<file path="config.mk">
export PLATFORM = sky130hd
export DESIGN_NAME = fp_addsub_pipe
export DESIGN_NICKNAME = d
export VERILOG_FILES = /design/src/rtl/fp_addsub_pipe.sv
export SDC_FILE = /design/constraint.sdc
export NUM_CORES = 1
export LEC_CHECK = 0
export ABC_CLOCK_PERIOD_IN_PS = 7190
export CELL_PAD_IN_SITES_DETAIL_PLACEMENT = 1
export CELL_PAD_IN_SITES_GLOBAL_PLACEMENT = 2
export CORE_ASPECT_RATIO = 0.6
export CORE_MARGIN = 10
export CORE_UTILIZATION = 41
export DETAILED_ROUTE_END_ITERATION = 10
export GPL_TIMING_DRIVEN = 1
export PLACE_DENSITY = 0.89
export RECOVER_POWER = 50
export SLEW_MARGIN = 20
export SYNTH_ARGS = -nofsm -noshare
export SYNTH_HDL_FRONTEND = slang
export SYNTH_SLANG_ARGS = --single-unit
</file>
<file path="constraint.sdc">
create_clock -name clk -period 7.19 [get_ports clk]
set_input_delay 1.0785 -clock clk [delete_from_list [all_inputs] [get_ports clk]]
set_output_delay 1.0785 -clock clk [all_outputs]
set_load 0.01 [all_outputs]
</file>
<file path="src/rtl/fp_addsub_pipe.sv">
// fp_addsub_pipe: 3-stage float add/sub (align, add, normalise/round); `FPA_ROUND_EN selects round-to-nearest-even, else truncate.
// Latency 3, one result/cycle; bubble-collapsing valid/ready, result held under stall, fills 3 deep before in_ready drops.
module fp_addsub_pipe #(
  parameter int EXP_W = 5,
  parameter int MAN_W = 10
) (
  input  logic                 clk,
  input  logic                 rst_n,
  input  logic                 in_valid,
  output logic                 in_ready,
  input  logic [EXP_W+MAN_W:0] a,
  input  logic [EXP_W+MAN_W:0] b,
  input  logic                 sub,
  output logic                 out_valid,
  input  logic                 out_ready,
  output logic [EXP_W+MAN_W:0] result,
  output logic [2:0]           flags
);
  localparam int W     = 1 + EXP_W + MAN_W;
  localparam int SIG_W = MAN_W + 4;
  localparam int SUM_W = MAN_W + 5;
  localparam int LZ_W  = $clog2(SIG_W + 1);
  localparam int EW    = EXP_W + LZ_W + 1;
  localparam logic [EXP_W-1:0] EMAX = {EXP_W{1'b1}};
  localparam logic [W-1:0] QNAN = {1'b0, EMAX, 1'b1, {(MAN_W-1){1'b0}}};
`ifdef FPA_ROUND_EN
  localparam bit RND_EN = 1'b1;
`else
  localparam bit RND_EN = 1'b0;
`endif

  function automatic logic [LZ_W-1:0] lzc(input logic [SIG_W-1:0] v);
    lzc = LZ_W'(SIG_W);
    for (int i = 0; i < SIG_W; i++)
      if (v[i]) lzc = LZ_W'(SIG_W - 1 - i);
  endfunction

  logic v1, v2, v3, ld1, ld2, ld3;

  assign ld3       = v2 && (!v3 || out_ready);
  assign ld2       = v1 && (!v2 || ld3);
  assign in_ready  = !v1 || ld2;
  assign ld1       = in_valid && in_ready;
  assign out_valid = v3;

  always_ff @(posedge clk or negedge rst_n) begin
    if (!rst_n) begin
      v1 <= 1'b0;
      v2 <= 1'b0;
      v3 <= 1'b0;
    end else begin
      v1 <= ld1 || (v1 && !ld2);
      v2 <= ld2 || (v2 && !ld3);
      v3 <= ld3 || (v3 && !out_ready);
    end
  end

  // Stage 1: classify, swap so X has the larger magnitude, align Y
  logic             sa, sb, a_zero, b_zero, a_nan, b_nan, a_inf, b_inf, a_big;
  logic [EXP_W-1:0] ea, eb, ex, ey, d;
  logic [MAN_W-1:0] ma, mb, mx, my;
  logic [SIG_W-1:0] sig_y, y_al;
  logic             spec;
  logic [W-1:0]     spec_res;
  logic [2:0]       spec_flg;

  assign sa     = a[W-1];
  assign sb     = b[W-1] ^ sub;
  assign ea     = a[W-2:MAN_W];
  assign eb     = b[W-2:MAN_W];
  assign a_zero = (ea == '0);
  assign b_zero = (eb == '0);
  assign ma     = a_zero ? '0 : a[MAN_W-1:0];
  assign mb     = b_zero ? '0 : b[MAN_W-1:0];
  assign a_nan  = (ea == EMAX) && (ma != '0);
  assign b_nan  = (eb == EMAX) && (mb != '0);
  assign a_inf  = (ea == EMAX) && (ma == '0);
  assign b_inf  = (eb == EMAX) && (mb == '0);
  assign a_big  = {ea, ma} >= {eb, mb};
  assign ex     = a_big ? ea : eb;
  assign ey     = a_big ? eb : ea;
  assign mx     = a_big ? ma : mb;
  assign my     = a_big ? mb : ma;
  assign d      = ex - ey;
  assign sig_y  = {1'b1, my, 3'b000};

  always_comb begin
    y_al = '0;
    if (32'(d) >= MAN_W + 3)
      y_al = SIG_W'(1);
    else
      y_al = (sig_y >> d) | SIG_W'(|(sig_y & ~({SIG_W{1'b1}} << d)));
  end

  always_comb begin
    spec     = 1'b1;
    spec_res = '0;
    spec_flg = '0;
    if (a_nan || b_nan) begin
      spec_res = QNAN;
    end else if (a_inf && b_inf && (sa != sb)) begin
      spec_res = QNAN;
      spec_flg = 3'b100;
    end else if (a_inf) begin
      spec_res = {sa, EMAX, {MAN_W{1'b0}}};
    end else if (b_inf) begin
      spec_res = {sb, EMAX, {MAN_W{1'b0}}};
    end else if (a_zero && b_zero) begin
      spec_res = {sa & sb, {(W-1){1'b0}}};
    end else if (a_zero) begin
      spec_res = {sb, eb, mb};
    end else if (b_zero) begin
      spec_res = {sa, ea, ma};
    end else begin
      spec = 1'b0;
    end
  end

  logic             s1_sign, s1_add, s1_spec;
  logic [EXP_W-1:0] s1_exp;
  logic [SIG_W-1:0] s1_x, s1_y;
  logic [W-1:0]     s1_spec_res;
  logic [2:0]       s1_spec_flg;

  always_ff @(posedge clk) begin
    if (ld1) begin
      s1_sign     <= a_big ? sa : sb;
      s1_add      <= (sa == sb);
      s1_exp      <= ex;
      s1_x        <= {1'b1, mx, 3'b000};
      s1_y        <= y_al;
      s1_spec     <= spec;
      s1_spec_res <= spec_res;
      s1_spec_flg <= spec_flg;
    end
  end

  // Stage 2: magnitude add or subtract; X >= Y so the difference is never negative
  logic             s2_sign, s2_spec;
  logic [EXP_W-1:0] s2_exp;
  logic [SUM_W-1:0] s2_sum;
  logic [W-1:0]     s2_spec_res;
  logic [2:0]       s2_spec_flg;

  always_ff @(posedge clk) begin
    if (ld2) begin
      s2_sign     <= s1_sign;
      s2_exp      <= s1_exp;
      s2_sum      <= s1_add ? ({1'b0, s1_x} + {1'b0, s1_y}) : ({1'b0, s1_x} - {1'b0, s1_y});
      s2_spec     <= s1_spec;
      s2_spec_res <= s1_spec_res;
      s2_spec_flg <= s1_spec_flg;
    end
  end

  // Stage 3: normalise, round, range check
  logic [LZ_W-1:0]  lz;
  logic [SIG_W-1:0] norm;
  logic [EW-1:0]    e_n, e_r;
  logic             rinc, rcarry;
  logic [MAN_W+1:0] mant_r;
  logic [MAN_W-1:0] man_o;
  logic [W-1:0]     res_d;
  logic [2:0]       flg_d;

  assign lz = lzc(s2_sum[SIG_W-1:0]);

  always_comb begin
    norm = '0;
    e_n  = '0;
    if (s2_sum[SUM_W-1]) begin
      norm = {s2_sum[SUM_W-1:2], s2_sum[1] | s2_sum[0]};
      e_n  = EW'(s2_exp) + EW'(1);
    end else begin
      norm = s2_sum[SIG_W-1:0] << lz;
      e_n  = EW'(s2_exp) - EW'(lz);
    end
    rinc   = RND_EN & norm[2] & (norm[1] | norm[0] | norm[3]);
    mant_r = {1'b0, norm[SIG_W-1:3]} + (MAN_W+2)'(rinc);
    rcarry = mant_r[MAN_W+1];
    e_r    = e_n + EW'(rcarry);
    man_o  = rcarry ? mant_r[MAN_W:1] : mant_r[MAN_W-1:0];
  end

  // e_r is two's complement, so its MSB flags an exponent pushed below zero
  always_comb begin
    res_d = '0;
    flg_d = '0;
    if (s2_spec) begin
      res_d = s2_spec_res;
      flg_d = s2_spec_flg;
    end else if (s2_sum == '0) begin
      res_d = '0;
    end else if (e_r[EW-1] || (e_r == '0)) begin
      res_d = {s2_sign, {(W-1){1'b0}}};
      flg_d = 3'b001;
    end else if (e_r >= EW'(EMAX)) begin
      res_d = {s2_sign, EMAX, {MAN_W{1'b0}}};
      flg_d = 3'b010;
    end else begin
      res_d = {s2_sign, e_r[EXP_W-1:0], man_o};
    end
  end

  logic [W-1:0] s3_res;
  logic [2:0]   s3_flg;

  always_ff @(posedge clk) begin
    if (ld3) begin
      s3_res <= res_d;
      s3_flg <= flg_d;
    end
  end

  assign result = v3 ? s3_res : '0;
  assign flags  = v3 ? s3_flg : '0;
endmodule
</file>
; ---- Yosys cells after proc, flatten, opt, wreduce, memory -nomap -nowiden
; Index checks and enable logic that the tools add are counted.
[totals]
reg_bits = 114
in_bits = 37
out_inout_bits = 21
word_cells = 123
[classes]
addsub = 5
magnitude_cmp = 3
n_eq_ne = 4
shift = 3
n_mux = 41
n_bitwise = 6
n_reduce_logical = 40
[ops]
columns = op, n
row1 = 16-bit 2-to-1 mux, 8
row2 = 4-bit 2-to-1 mux, 13
row3 = 10-bit 2-to-1 mux, 5
row4 = 15-bit 2-to-1 mux, 3
row5 = 10-bit zero test, 3
row6 = 10-bit nonzero test, 2
row7 = 14-bit by 14-bit adder with 15-bit output, 1
row8 = 15-bit greater-or-equal comparator, 1
row9 = 15-bit zero test, 1
row10 = 14-bit by 14-bit subtractor with 15-bit output, 1
row11 = 14-bit AND, 1
row12 = 14-bit inverter, 1
row13 = 14-bit by 1-bit OR with 14-bit output, 1
row14 = 14-bit OR reduction, 1
row15 = 14-bit by 4-bit left shift with 13-bit output, 1
row16 = 14-bit by 5-bit left shift with 14-bit output (first input constant), 1
row17 = 14-bit by 5-bit right shift with 14-bit output, 1
row18 = 1-bit logical AND, 13
row19 = 13-bit 2-to-1 mux, 1
row20 = 5-bit == test (second input constant), 2
row21 = 10-bit by 5-bit greater-or-equal comparator with 1-bit output (second input constant), 1
row22 = 5-bit zero test, 2
row23 = 5-bit 2-to-1 mux, 2
row24 = 3-bit 2-to-1 mux, 3
row25 = other kinds (17), 33

; ---- Logic depth before layout (Yosys ltp)
[logic_depth]
ltp_word = 21
depth_mapped = 24
ltp_nobuf = 21

; ---- Least setup slack after synthesis
; OpenSTA, ideal clock, no wires.
[synth_path]
path_type = input port to flip-flop
startpoint = input a[11]
endpoint = register s1_y[0] (data pin)
setup_ns = 0.259
t_arrival_ns = 5.372
t_required_ns = 6.931
path_slack_ns = 1.559
stages = 21
path_buffers = 5
path_cell_list = clkbuf_1 > nor3_1 > nand2_1 > clkbuf_1 > nand2_1 > inv_1 > ha_1 > nand2_1 > or4_4 > o21a_1 > buf_4 > buf_2 > a21boi_0 > ha_1 > inv_1 > clkbuf_1 > nor2_1 > a221o_1 > a221o_1 > nand4bb_1 > a211o_1
[synth_between]
elab_chain_len = 10
word_cells_on_any_way = 14
classes_between = 1 x add/sub / 2 x order compare / 2 x shift / 4 x mux / 3 x bitwise / 2 x reduce/logical
[synth_rtl]
columns = element, line
row1 = from (decl), 11  ; input logic [EXP_W+MAN_W:0] a,
row2 = 5-bit zero test, 71  ; assign a_zero = (ea == '0);
row3 = 10-bit 2-to-1 mux, 73  ; assign ma = a_zero ? '0 : a[MAN_W-1:0];
row4 = 15-bit greater-or-equal comparator, 79  ; assign a_big = {ea, ma} >= {eb, mb};
row5 = "5-bit 2-to-1 mux, on equally long branches", "80, 81"
row6 = 5-bit subtractor, 84  ; assign d = ex - ey;
row7 = 14-bit by 5-bit left shift with 14-bit output, 92  ; y_al = (sig_y >> d) | SIG_W'(|(sig_y & ~({SIG_W{1'b1}} << d)));
row8 = 14-bit inverter, 92
row9 = 14-bit AND, 92
row10 = 14-bit OR reduction, 92
row11 = 14-bit by 1-bit OR with 14-bit output, 92
row12 = to (signal assigned), 131  ; s1_y <= y_al;
row13 = to (decl), 121  ; logic [SIG_W-1:0] s1_x, s1_y;
; Several ways; a longest one is shown, not always the timed one.
; A chain may end at the register's enable or synchronous reset.

; ---- Final worst setup path
; Same ends and word-level chain as after synthesis.

==> impl_metrics.csv <==
group,metric,value,unit
run_status,status,"finished with violations",
run_status,violations,"capacitance limit, slew limit",
worst_setup_path,ff2ff_path_depth,17,
worst_setup_path,crit_type,"primary input to flop",
logic_synthesis,synth_fp_nets,894,
die,fp.dieH,126,um
worst_setup_path,path_cells,"clkdlybuf4s50_1 -> buf_4 -> nor3_1 -> nand2_1 -> nand2_1 -> inv_1 -> ha_1 -> a21oi_1 -> o21ai_0 -> a21oi_1 -> o21a_1 -> buf_4 -> a21boi_0 -> ha_1 -> inv_1 -> nand2_1 -> or4_1 -> o21ai_0 -> nor2_1 -> a221o_1 -> nand4bb_1 -> a211o_1",
worst_setup_path,r2r_end,"s3_res[1]",
global_routing,grt_start_max_net_pins,50,
worst_setup_path,worst-path-max-fanout,21,
power_and_ir_drop,powerDensity,260,nW/um2
placed_design,place_area,8490,um2
clocking,cts_made_buffers,9,
die,rows,38,
timing,timing.final.hold_violations,0,
logic_synthesis,syn_inst,812,
clocking,htree_levels,3,
die,design.die.area,24800,um2
timing,layout_setup_ws,0.857,ns
routing,wl,23500,um
worst_hold_path,min_from,"s1_spec_res[3]",
logic_synthesis,ys_warn_count,0,
logic_synthesis,synthArstFlopShare,2.73,%
die,start_util,42.2,%
worst_setup_path,crit_start,"a[11]",
logic_synthesis,syn_avg_cell_area,9.46,um2
final_layout,drive_above_1_share,5.45,%
logic_synthesis,synth_edf_count,107,
routing,viasPerCell,5.93,
clocking,ctsResizeCount,0,
final_layout,diodes,0,
placed_design,dp_hpwl,18600,um
timing,drv_slew,90,
timing,relSlewSlack,-107,%
final_layout,post-route-cell-area,8780,um2
worst_setup_path,crit_buf_inv,5,
final_layout,nets,939,
timing,setup_violations,0,
timing,finalClockSkew,0.0118,ns
clocking,cts_tree,"built",
final_layout,area_delta_synth_final,14.3,%
worst_hold_path,holdCritPathClass,"flop to flop",
die,ioPinCount,58,
logic_synthesis,yosysSeqAreaShare,42.8,%
clocking,holdBufCountCts,0,
global_routing,grt_pass1_wl,37200,um
timing,timing.fmax,158,MHz
worst_setup_path,cpPeakStageDelay,0.43,ns
worst_setup_path,path_common_cell,"nand2_1",
placed_design,dp_slack,0.570,ns
clocking,cts-root-buf,"clkbuf_16",
power_and_ir_drop,power,2.28,mW
final_layout,final_util,48.2,%
worst_setup_path,crit_family,"compound AO/OA/AOI/OAI gates",
worst_setup_path,crit_cells,22,
worst_setup_path,critPathCaptureType,"flop",
final_layout,num-fill-cells,2078,
global_routing,overflow,0,
placed_design,numPortBuffers,57,
clocking,post_cts_buffers,0,
routing,vias,6535,
routing,ant_nets,0,
worst_setup_path,rrSetupSlack,1.96,ns
global_routing,grt_pass1_vias,6646,
worst_setup_path,crit-reg2reg-launch,"s2_sum[1]",
logic_synthesis,synthesis.area,7680,um2
worst_setup_path,cp-start-kind,"primary input",
routing,dr.pass1.iters,6,
routing,drtIter0Drc,462,
clocking,insertion_delay,0.36,ns
logic_synthesis,synth_seq_cells,110,
logic_synthesis,synth_ff_type,"edfxtp_1",
logic_synthesis,synth_cell_type_count,73,
power_and_ir_drop,p_leak,3.41,nW
timing,worst_slew_pin_slew,3.10,ns
timing,tns,0,ns
routing,wire_per_inst,21.4,um
global_routing,globalRouteTotalUtil,18.6,%
routing,drc,0,
worst_setup_path,crit_path_end,"s1_y[0]",
timing,fin_crit_sh,88.1,%
worst_setup_path,cp.arrival,6.45,ns
global_routing,antenna_found_initial,1,
placed_design,gp_congestion,0.930,
clocking,clkTransAtPathRegs,0.08,ns
clocking,clock-sinks,110,
worst_setup_path,required,7.30,ns
power_and_ir_drop,ir_worst_vdd,0.123,mV
worst_setup_path,critPathSlowestCell,"or4_1",
clocking,clockBufferDepth,2,
die,die_w,197,um
timing,rsz0062_at_grt,"no",
job,cap_viol_max_count,2,
timing,layout_min_cycle_time,6.33,ns
die,coreArea,18200,um2
==> flip-flops by register name, indices dropped and copies added, names as in the netlist <==
name,cells
v2,1
s1_exp,5
s1_y,14
s2_sum,15
s2_exp,5
v1,1
s1_spec,1
s2_spec,1
s3_flg,3
out_valid,1
s1_sign,1
s1_spec_flg,1
s1_add,1
s1_spec_res,16
s2_sign,1
s2_spec_flg,1
s3_res,16
s1_x,10
s2_spec_res,16
==> layout by cell type (no fill, tap or decap), types with 4 or more instances in the layout <==
cell	n
nor2_1	64
nand2b_1	11
a211oi_1	12
nand2_1	92
o22ai_1	7
nor2b_1	9
ha_1	43
nor4_1	6
a22oi_1	6
inv_1	58
clkbuf_16	9
a21oi_1	58
nand3_1	14
clkdlybuf4s50_1	54
o221ai_1	5
mux2i_1	36
or2_2	6
o211ai_1	7
xnor2_1	11
edfxtp_1	107
and2_1	22
xor2_1	6
buf_4	11
nor3_1	19
a21boi_0	6
o21ai_0	63
nand4_1	4
mux2_2	6
a31oi_1	6
o31ai_1	5
o21a_1	11
o21bai_1	5
==> worst register-to-register path, delay by kind of cell (launching register included) <==
kind            cells  cell delay (ns)
compound gates      7             2.16
flops               1             0.48
simple gates        6             1.25
buf+inv             3             0.73
fa+ha+maj           1             0.37
==> layer usage <==
metal | track usage [%] | up-vias | share of wire [%]
met1 | 25.9 | 3209 | 47
met3 | 4.29 | 30 | 6.5
met2 | 28.3 | 220 | 45
met4 | 4.79 | 2 | 1.6
li1 | - | 3074 | -
met5 | 0 | - | 0.051
==> per-stage QoR <==
stage | hold slack, ns | cells
after floorplan | 0.400 | 812
after global placement | 0.402 | 1086
after detailed placement | 0.406 | 1086
after CTS | 0.424 | 1102
after global routing | 0.429 | 1102
final | 0.425 | 1102
==> how the worst min path moves through the flow <==
stage / cells past startpoint / slack, ns / to
2_1_floorplan: 0 / 0.40 / s2_exp[0]
3_3_place_gp: 0 / 0.40 / s2_spec
3_5_place_dp: 0 / 0.41 / s2_spec_res[11]
4_1_cts: 0 / 0.42 / s2_exp[4]
5_1_grt: 0 / 0.43 / s2_exp[4]
6_report: 0 / 0.43 / s2_spec_res[3]
==> cell usage after synthesis, drive strengths merged (3+ instances only) <==
library cell,number,area share (%)
edfxtp,107,42
nand2,92,4.5
o21ai,65,4.3
nor2,64,3.1
a21oi,58,3.8
inv,58,2.8
ha,43,7.0
mux2i,36,4.7
clkbuf,28,1.4
and2,25,2.0
nor3,19,1.2
nand3,14,0.91
a211oi,13,1.3
nand2b,11,0.90
o21a,11,1.1
xnor2,11,1.3
nor2b,9,0.73
buf,7,0.72
o211ai,7,0.68
o22ai,7,0.57
or2,7,0.57
xor2,7,0.80
a21boi,6,0.59
a22oi,6,0.59
a31oi,6,0.49
mux2,6,0.88
nor4,6,0.49
o21bai,5,0.49
o221ai,5,0.57
o31ai,5,0.49
a221oi,4,0.54
mux4,4,1.2
nand4,4,0.33
or4,4,0.44
a2111oi,3,0.34
a21o,3,0.29
a32oi,3,0.34
and3,3,0.24
dfrtp,3,0.98
o41ai,3,0.34
==> power breakdown <==
group | internal (mW) | total (mW) | switching [mW]
logic | 0.346 | 0.870 | 0.524
registers | 0.833 | 0.926 | 0.0936
clock network | 0.244 | 0.484 | 0.240
==> cell families after synthesis <==
family | after synthesis | share of synthesized area, %
AO/OA/AOI/OAI | 228 | 19.0
XOR/XNOR | 18 | 2.05
adder cells (fa/ha/maj) | 45 | 7.53
buffers and inverters | 95 | 5.02
flip-flops | 110 | 42.8
multiplexers | 46 | 6.79
AND/OR/NAND/NOR | 270 | 16.8
==> cell type report <==
class / instances / area (um2) / area share (%)
multi-input cells: 607 / 4020 / 45.8
clock inverters: 6 / 61.3 / 0.699
repair buffers: 69 / 657 / 7.49
clock buffers: 10 / 229 / 2.61
well taps: 240 / 300 / 3.42
inverters: 60 / 225 / 2.57
flip-flops and latches: 110 / 3290 / 37.5
Power figures use the tool's default switching activity.
